<file path="src/rtl/background_small_fetch_pkg.sv">
// Shared constants, scroll-state enum and address helper for the background fetch block.
// Ports: none (package only).
// Used by background_small_fetch and background_small_scroll_ctrl.
package background_small_pkg;

  localparam int BG_W      = 512;
  localparam int BG_H      = 240;
  localparam int BG_ADDR_W = 17;
  localparam int FETCH_LAT = 2;
  localparam int SCREEN_H  = 480;

  localparam logic [3:0] BLACK_IDX = 4'd2;
  localparam logic [7:0] BY_MAX    = 8'(BG_H - 1);

  typedef enum logic {
    S_IDLE    = 1'b0,
    S_PENDING = 1'b1
  } scroll_state_t;

  // Row-major address into the 512-wide background; the column wraps at 512
  // because the 9-bit sum simply drops its carry.
  function automatic logic [BG_ADDR_W-1:0] bg_addr(input logic [7:0] by,
                                                   input logic [8:0] bx,
                                                   input logic [8:0] sx);
    logic [8:0] col;
    col = bx + sx;
    return {by, col};
  endfunction

endpackage

</file>
<file path="src/rtl/background_small_scroll_ctrl.sv">
// Horizontal scroll controller: buffers a requested scroll value and applies it only
// at frame_start so the image never tears mid-frame. Last request before a frame wins.
// Ports: clk/rst_n, frame_start, scroll_req, scroll_x_in -> scroll_ack (1-cycle pulse), scroll_x.
module background_small_scroll_ctrl
  import background_small_pkg::*;
(
  input  logic       clk,
  input  logic       rst_n,
  input  logic       frame_start,
  input  logic       scroll_req,
  input  logic [8:0] scroll_x_in,
  output logic       scroll_ack,
  output logic [8:0] scroll_x
);

  scroll_state_t state, state_nxt;
  logic [8:0]    pending, pending_nxt;
  logic [8:0]    scroll_nxt;
  logic          ack_nxt;

  always_ff @(posedge clk or negedge rst_n) begin
    if (!rst_n) begin
      state      <= S_IDLE;
      pending    <= '0;
      scroll_x   <= '0;
      scroll_ack <= 1'b0;
    end else begin
      state      <= state_nxt;
      pending    <= pending_nxt;
      scroll_x   <= scroll_nxt;
      scroll_ack <= ack_nxt;
    end
  end

  always_comb begin
    state_nxt   = state;
    pending_nxt = pending;
    scroll_nxt  = scroll_x;
    ack_nxt     = 1'b0;
    case (state)
      S_IDLE: begin
        if (scroll_req && frame_start) begin
          // Request lands exactly on the frame boundary: apply it directly.
          scroll_nxt = scroll_x_in;
          ack_nxt    = 1'b1;
        end else if (scroll_req) begin
          pending_nxt = scroll_x_in;
          ack_nxt     = 1'b1;
          state_nxt   = S_PENDING;
        end
      end
      S_PENDING: begin
        if (scroll_req && frame_start) begin
          // The fresh request supersedes the buffered one.
          scroll_nxt = scroll_x_in;
          ack_nxt    = 1'b1;
          state_nxt  = S_IDLE;
        end else if (frame_start) begin
          scroll_nxt = pending;
          state_nxt  = S_IDLE;
        end else if (scroll_req) begin
          pending_nxt = scroll_x_in;
          ack_nxt     = 1'b1;
        end
      end
      default: state_nxt = S_IDLE;
    endcase
  end

endmodule

</file>
<file path="src/rtl/background_small_fetch.sv">
// Background index fetch: maps the 640x480 raster onto a 2x-upscaled 512x240 index ROM
// with optional horizontal scroll (enabled by macro BG_SCROLL_EN; default build has none).
// Ports: Clk/Reset_n, DrawX/DrawY/blank raster in, frame_start, scroll_req/scroll_x_in ->
//   scroll_ack, rom_addr -> rom_q (sync ROM), index_out/index_valid after 2 cycles, scroll_x.
module background_small_fetch
  import background_small_pkg::*;
(
  input  logic                 Clk,
  input  logic                 Reset_n,
  input  logic [9:0]           DrawX,
  input  logic [9:0]           DrawY,
  input  logic                 blank,
  input  logic                 frame_start,
  input  logic                 scroll_req,
  input  logic [8:0]           scroll_x_in,
  output logic                 scroll_ack,
  output logic [BG_ADDR_W-1:0] rom_addr,
  input  logic [3:0]           rom_q,
  output logic [3:0]           index_out,
  output logic                 index_valid,
  output logic [8:0]           scroll_x
);

  logic [8:0] bx;
  logic [8:0] by_raw;
  logic [7:0] by;
  logic       active;
  logic       blank_d1, blank_d2;

`ifdef BG_SCROLL_EN
  background_small_scroll_ctrl u_scroll (
    .clk        (Clk),
    .rst_n      (Reset_n),
    .frame_start(frame_start),
    .scroll_req (scroll_req),
    .scroll_x_in(scroll_x_in),
    .scroll_ack (scroll_ack),
    .scroll_x   (scroll_x)
  );
  logic unused_bits;
  assign unused_bits = DrawX[0];
`else
  assign scroll_x   = '0;
  assign scroll_ack = 1'b0;
  logic unused_bits;
  assign unused_bits = ^{DrawX[0], frame_start, scroll_req, scroll_x_in};
`endif

  assign bx     = DrawX[9:1];
  assign by_raw = DrawY[9:1];
  // Rows past the visible area clamp to the last image row so the address
  // stays inside the ROM even while the raster runs through vertical blank.
  assign by     = (by_raw > {1'b0, BY_MAX}) ? BY_MAX : by_raw[7:0];
  assign active = blank && (DrawY < 10'(SCREEN_H));

  // Stage 1: address register. Stage 2 is the ROM's own output register,
  // so the blank flag is delayed twice to stay aligned with rom_q.
  always_ff @(posedge Clk or negedge Reset_n) begin
    if (!Reset_n) begin
      rom_addr <= '0;
      blank_d1 <= 1'b0;
      blank_d2 <= 1'b0;
    end else begin
      rom_addr <= bg_addr(by, bx, scroll_x);
      blank_d1 <= active;
      blank_d2 <= blank_d1;
    end
  end

  assign index_out   = blank_d2 ? rom_q : BLACK_IDX;
  assign index_valid = blank_d2;

endmodule

</file>
<file path="config.mk">
export PLATFORM = sky130hd
export DESIGN_NAME = background_small_fetch
export DESIGN_NICKNAME = d
export VERILOG_FILES = /design/src/rtl/background_small_fetch_pkg.sv /design/src/rtl/background_small_scroll_ctrl.sv /design/src/rtl/background_small_fetch.sv
export SDC_FILE = /design/constraint.sdc
export NUM_CORES = 1
export LEC_CHECK = 0
export BUFFER_PORTS_ARGS = -buffer_cell sky130_fd_sc_hd__buf_2
export CORE_MARGIN = 2
export CORE_UTILIZATION = 35
export DETAILED_ROUTE_END_ITERATION = 8
export GPL_TIMING_DRIVEN = 0
export PLACE_DENSITY = 0.8
export SKIP_LAST_GASP = 1
export SLEW_MARGIN = 20
export SYNTH_ARGS = -nofsm -noshare
export SYNTH_HDL_FRONTEND = slang
export SYNTH_SLANG_ARGS = --single-unit
</file>
<file path="constraint.sdc">
create_clock -name Clk -period 1.6 [get_ports Clk]
set_input_delay 0.32 -clock Clk [delete_from_list [all_inputs] [get_ports Clk]]
set_output_delay 0.32 -clock Clk [all_outputs]
set_load 0.01 [all_outputs]
</file>
==> flow_summary_export.csv <==
group,metric,value,unit
power,ir_drop,0.425,mV
sta,skew,0.0000994,ns
route,drcViolationCount,0,
hold_path,hp-class,"in2reg",
synth,yosysTopAreaCell,"dfrtp_1",
critical_path,r2r-start,"blank_d1$_DFF_PN0_",
floorplanning,die-area,0.00223,mm2
clocking,cts_hold_buf,1,
sta,finalHoldViolCount,0,
critical_path,worst_setup_path_end_kind,"output port",
critical_path,crit_type,"reg2out",
clocking,clkTransAtPathRegs,0.10,ns
grt,grt_pass1_wl,1.79,mm
synth,synth-edff-count,0,
grt,grt_overflow,0,
synth,syn_inst,45,
clocking,insertion_delay,0.28,ns
route,detail_route.iter0.violations,1,
route,vias,493,
grt,grt_start_max_net_pins,20,
power,p_leak,0.538,nW
sta,finalHoldWorstSlack,0.138,ns
placed_design,port-buffer-count,46,
critical_path,required,1.28,ns
floorplanning,die_x,47.2,um
cells_and_area,final_area,986,um2
route,firstDrtPassIters,2,
route,post_drt_wl_per_cell,9.49,um
floorplanning,core_area,0.00175,mm2
sta,fin_crit,1.29,ns
outcome,outcome,"complete, no violations",
synth,syn_avg_cell_area,14.5,um2
clocking,root_buffer,"clkbuf_4",
synth,synth_seq_cells,19,
critical_path,r2r_slack,1.12,ns
sta,period_share,0.809,
job,maxCapViolCount,0,
clocking,cts_resized,0,
clocking,cts_made_buffers,3,
grt,grtUsageTotal,0.118,
synth,yosysMostFrequentCell,"dfrtp_1",
sta,setup-tns-final,0,ns
sta,timing.fmax,0.773,GHz
route,wirelength,1.23,mm
cells_and_area,layout.cells.non_filler,130,
critical_path,startpoint_type,"flip-flop",
grt,grt_pass1_vias,444,
synth,ys_warn_count,0,
placed_design,gp_congestion,0.689,
floorplanning,start_util,0.375,
critical_path,path_max_fanout,5,
placed_design,dp_hpwl,1.02,mm
cells_and_area,drive_gt1_frac,0.600,
synth,async_reset_ff_frac,1.00,
synth,synth_seq_area_share,0.727,
critical_path,arrival,0.97,ns
cells_and_area,area_growth,50.7,%
route,vias_per_cell,3.79,
synth,synthTopCellsByArea,"dfrtp_1 73%, buf_4 11%, or3_1 3.8%, and2_1 2.9%, or2_2 2.9%",
placed_design,dp_cells,125,
power,p_per_area,874,mW/mm2
synth,synth.top_cells.by_count,"19 x dfrtp_1, 10 x buf_4, 4 x or3_1, 3 x and2_1, 3 x or2_2",
clocking,cts_setup_buffers,0,
sta,slew_viol_final,0,
critical_path,critPathCapture,"index_out[0]",
clocking,clockBufferDepth,2,
clocking,cts_tree,"yes",
clocking,cts_max_level,1,
floorplanning,ioPinCount,70,
synth,netlist.area_leader.share,0.727,
synth,syn_area,654,um2
critical_path,reg2reg_to,"index_valid$_DFF_PN0_",
synth,synthFlopType,"dfrtp_1",
clocking,cts.sinks,19,
cells_and_area,fillers,170,
floorplanning,die_y,47.2,um
synth,synthDistinctLibCells,11,
critical_path,critPathLaunch,"index_valid$_DFF_PN0_",
cells_and_area,layout.nets,144,
cells_and_area,antenna_cells,0,
floorplanning,rows,15,
sta,finalSetupViolCount,0,
route,ant_nets,0,
grt,antenna_found_initial,0,
placed_design,placed_area,950,um2
critical_path,reg2regPathDepth,0,
sta,rsz0062_at_grt,"no",
==> cell usage in the layout (no fill, tap or decap) <==
cell type      count
a311oi_1           1
and2_1             3
and4_4             1
buf_2             46
buf_4             10
clkbuf_1           1
clkbuf_4           3
conb_1            10
dfrtp_1           19
dlygate4sd3_1      1
inv_1              1
nand2b_1           1
nor3b_1            1
or2_2              3
or3_1              4
==> per-stage QoR <==
stage | power (mW) | setup slack, ns | util
floorplan | 0.578 | 0.670 | -
global placement | 0.643 | 0.556 | 0.544
detailed placement | 0.647 | 0.533 | 0.544
CTS | 0.878 | 0.284 | 0.565
global route | 0.917 | 0.241 | 0.565
finish | 0.862 | 0.306 | 0.565
==> how the worst min path moves through the flow <==
stage,from,endpoint,slack (ns),cells after the start
2_1_floorplan,Reset_n,blank_d1$_DFF_PN0_,0.02,0
3_3_place_gp,Reset_n,rom_addr[13]$_DFF_PN0_,0.27,1
3_5_place_dp,Reset_n,rom_addr[14]$_DFF_PN0_,0.28,1
4_1_cts,DrawX[9],rom_addr[8]$_DFF_PN0_,0.13,1
5_1_grt,DrawX[1],rom_addr[0]$_DFF_PN0_,0.12,1
6_report,DrawX[1],rom_addr[0]$_DFF_PN0_,0.14,1
==> metal layers <==
layer / up-vias / part of all wire / track usage
li1: 243 / - / -
met2: 38 / 0.53 / 0.211
met5: - / 0 / 0
met4: 0 / 0 / 0.0333
met3: 0 / 0.13 / 0.0423
met1: 212 / 0.35 / 0.130
==> flip-flops by register name, summed over array words and instances (netlist names) <==
register,count
rom_addr,17
blank_d1,1
index_valid,1
==> kinds of logic after synthesis <==
logic type / synth area share
compound gates: 0.0134
buf+inv: 0.120
flops: 0.727
other cells: 0.00573
simple gates: 0.134
==> cell type report <==
type                    instances  area, um2  area share
inverters                       1       3.75     0.00381
clock buffers                   4       26.3      0.0266
flip-flops and latches         19        475       0.482
well taps                      25       31.3      0.0317
repair buffers                 47        240       0.244
multi-input cells              24        134       0.136
plain buffers                  10       75.1      0.0761
==> worst max-delay path, stage by stage (launching register included) <==
cell     delay [ns]
dfrtp_1        0.41
and2_1         0.16
buf_2          0.13
==> power by group <==
| part | leakage (nW) | switching (mW) | internal [mW] |
|---|---|---|---|
| Clock | 0.0150 | 0.127 | 0.0966 |
| Combinational | 0.308 | 0.0622 | 0.0656 |
| Sequential | 0.215 | 0.00626 | 0.504 |
| Total | 0.538 | 0.195 | 0.666 |
Note: power is estimated with default switching activity, not from simulation.
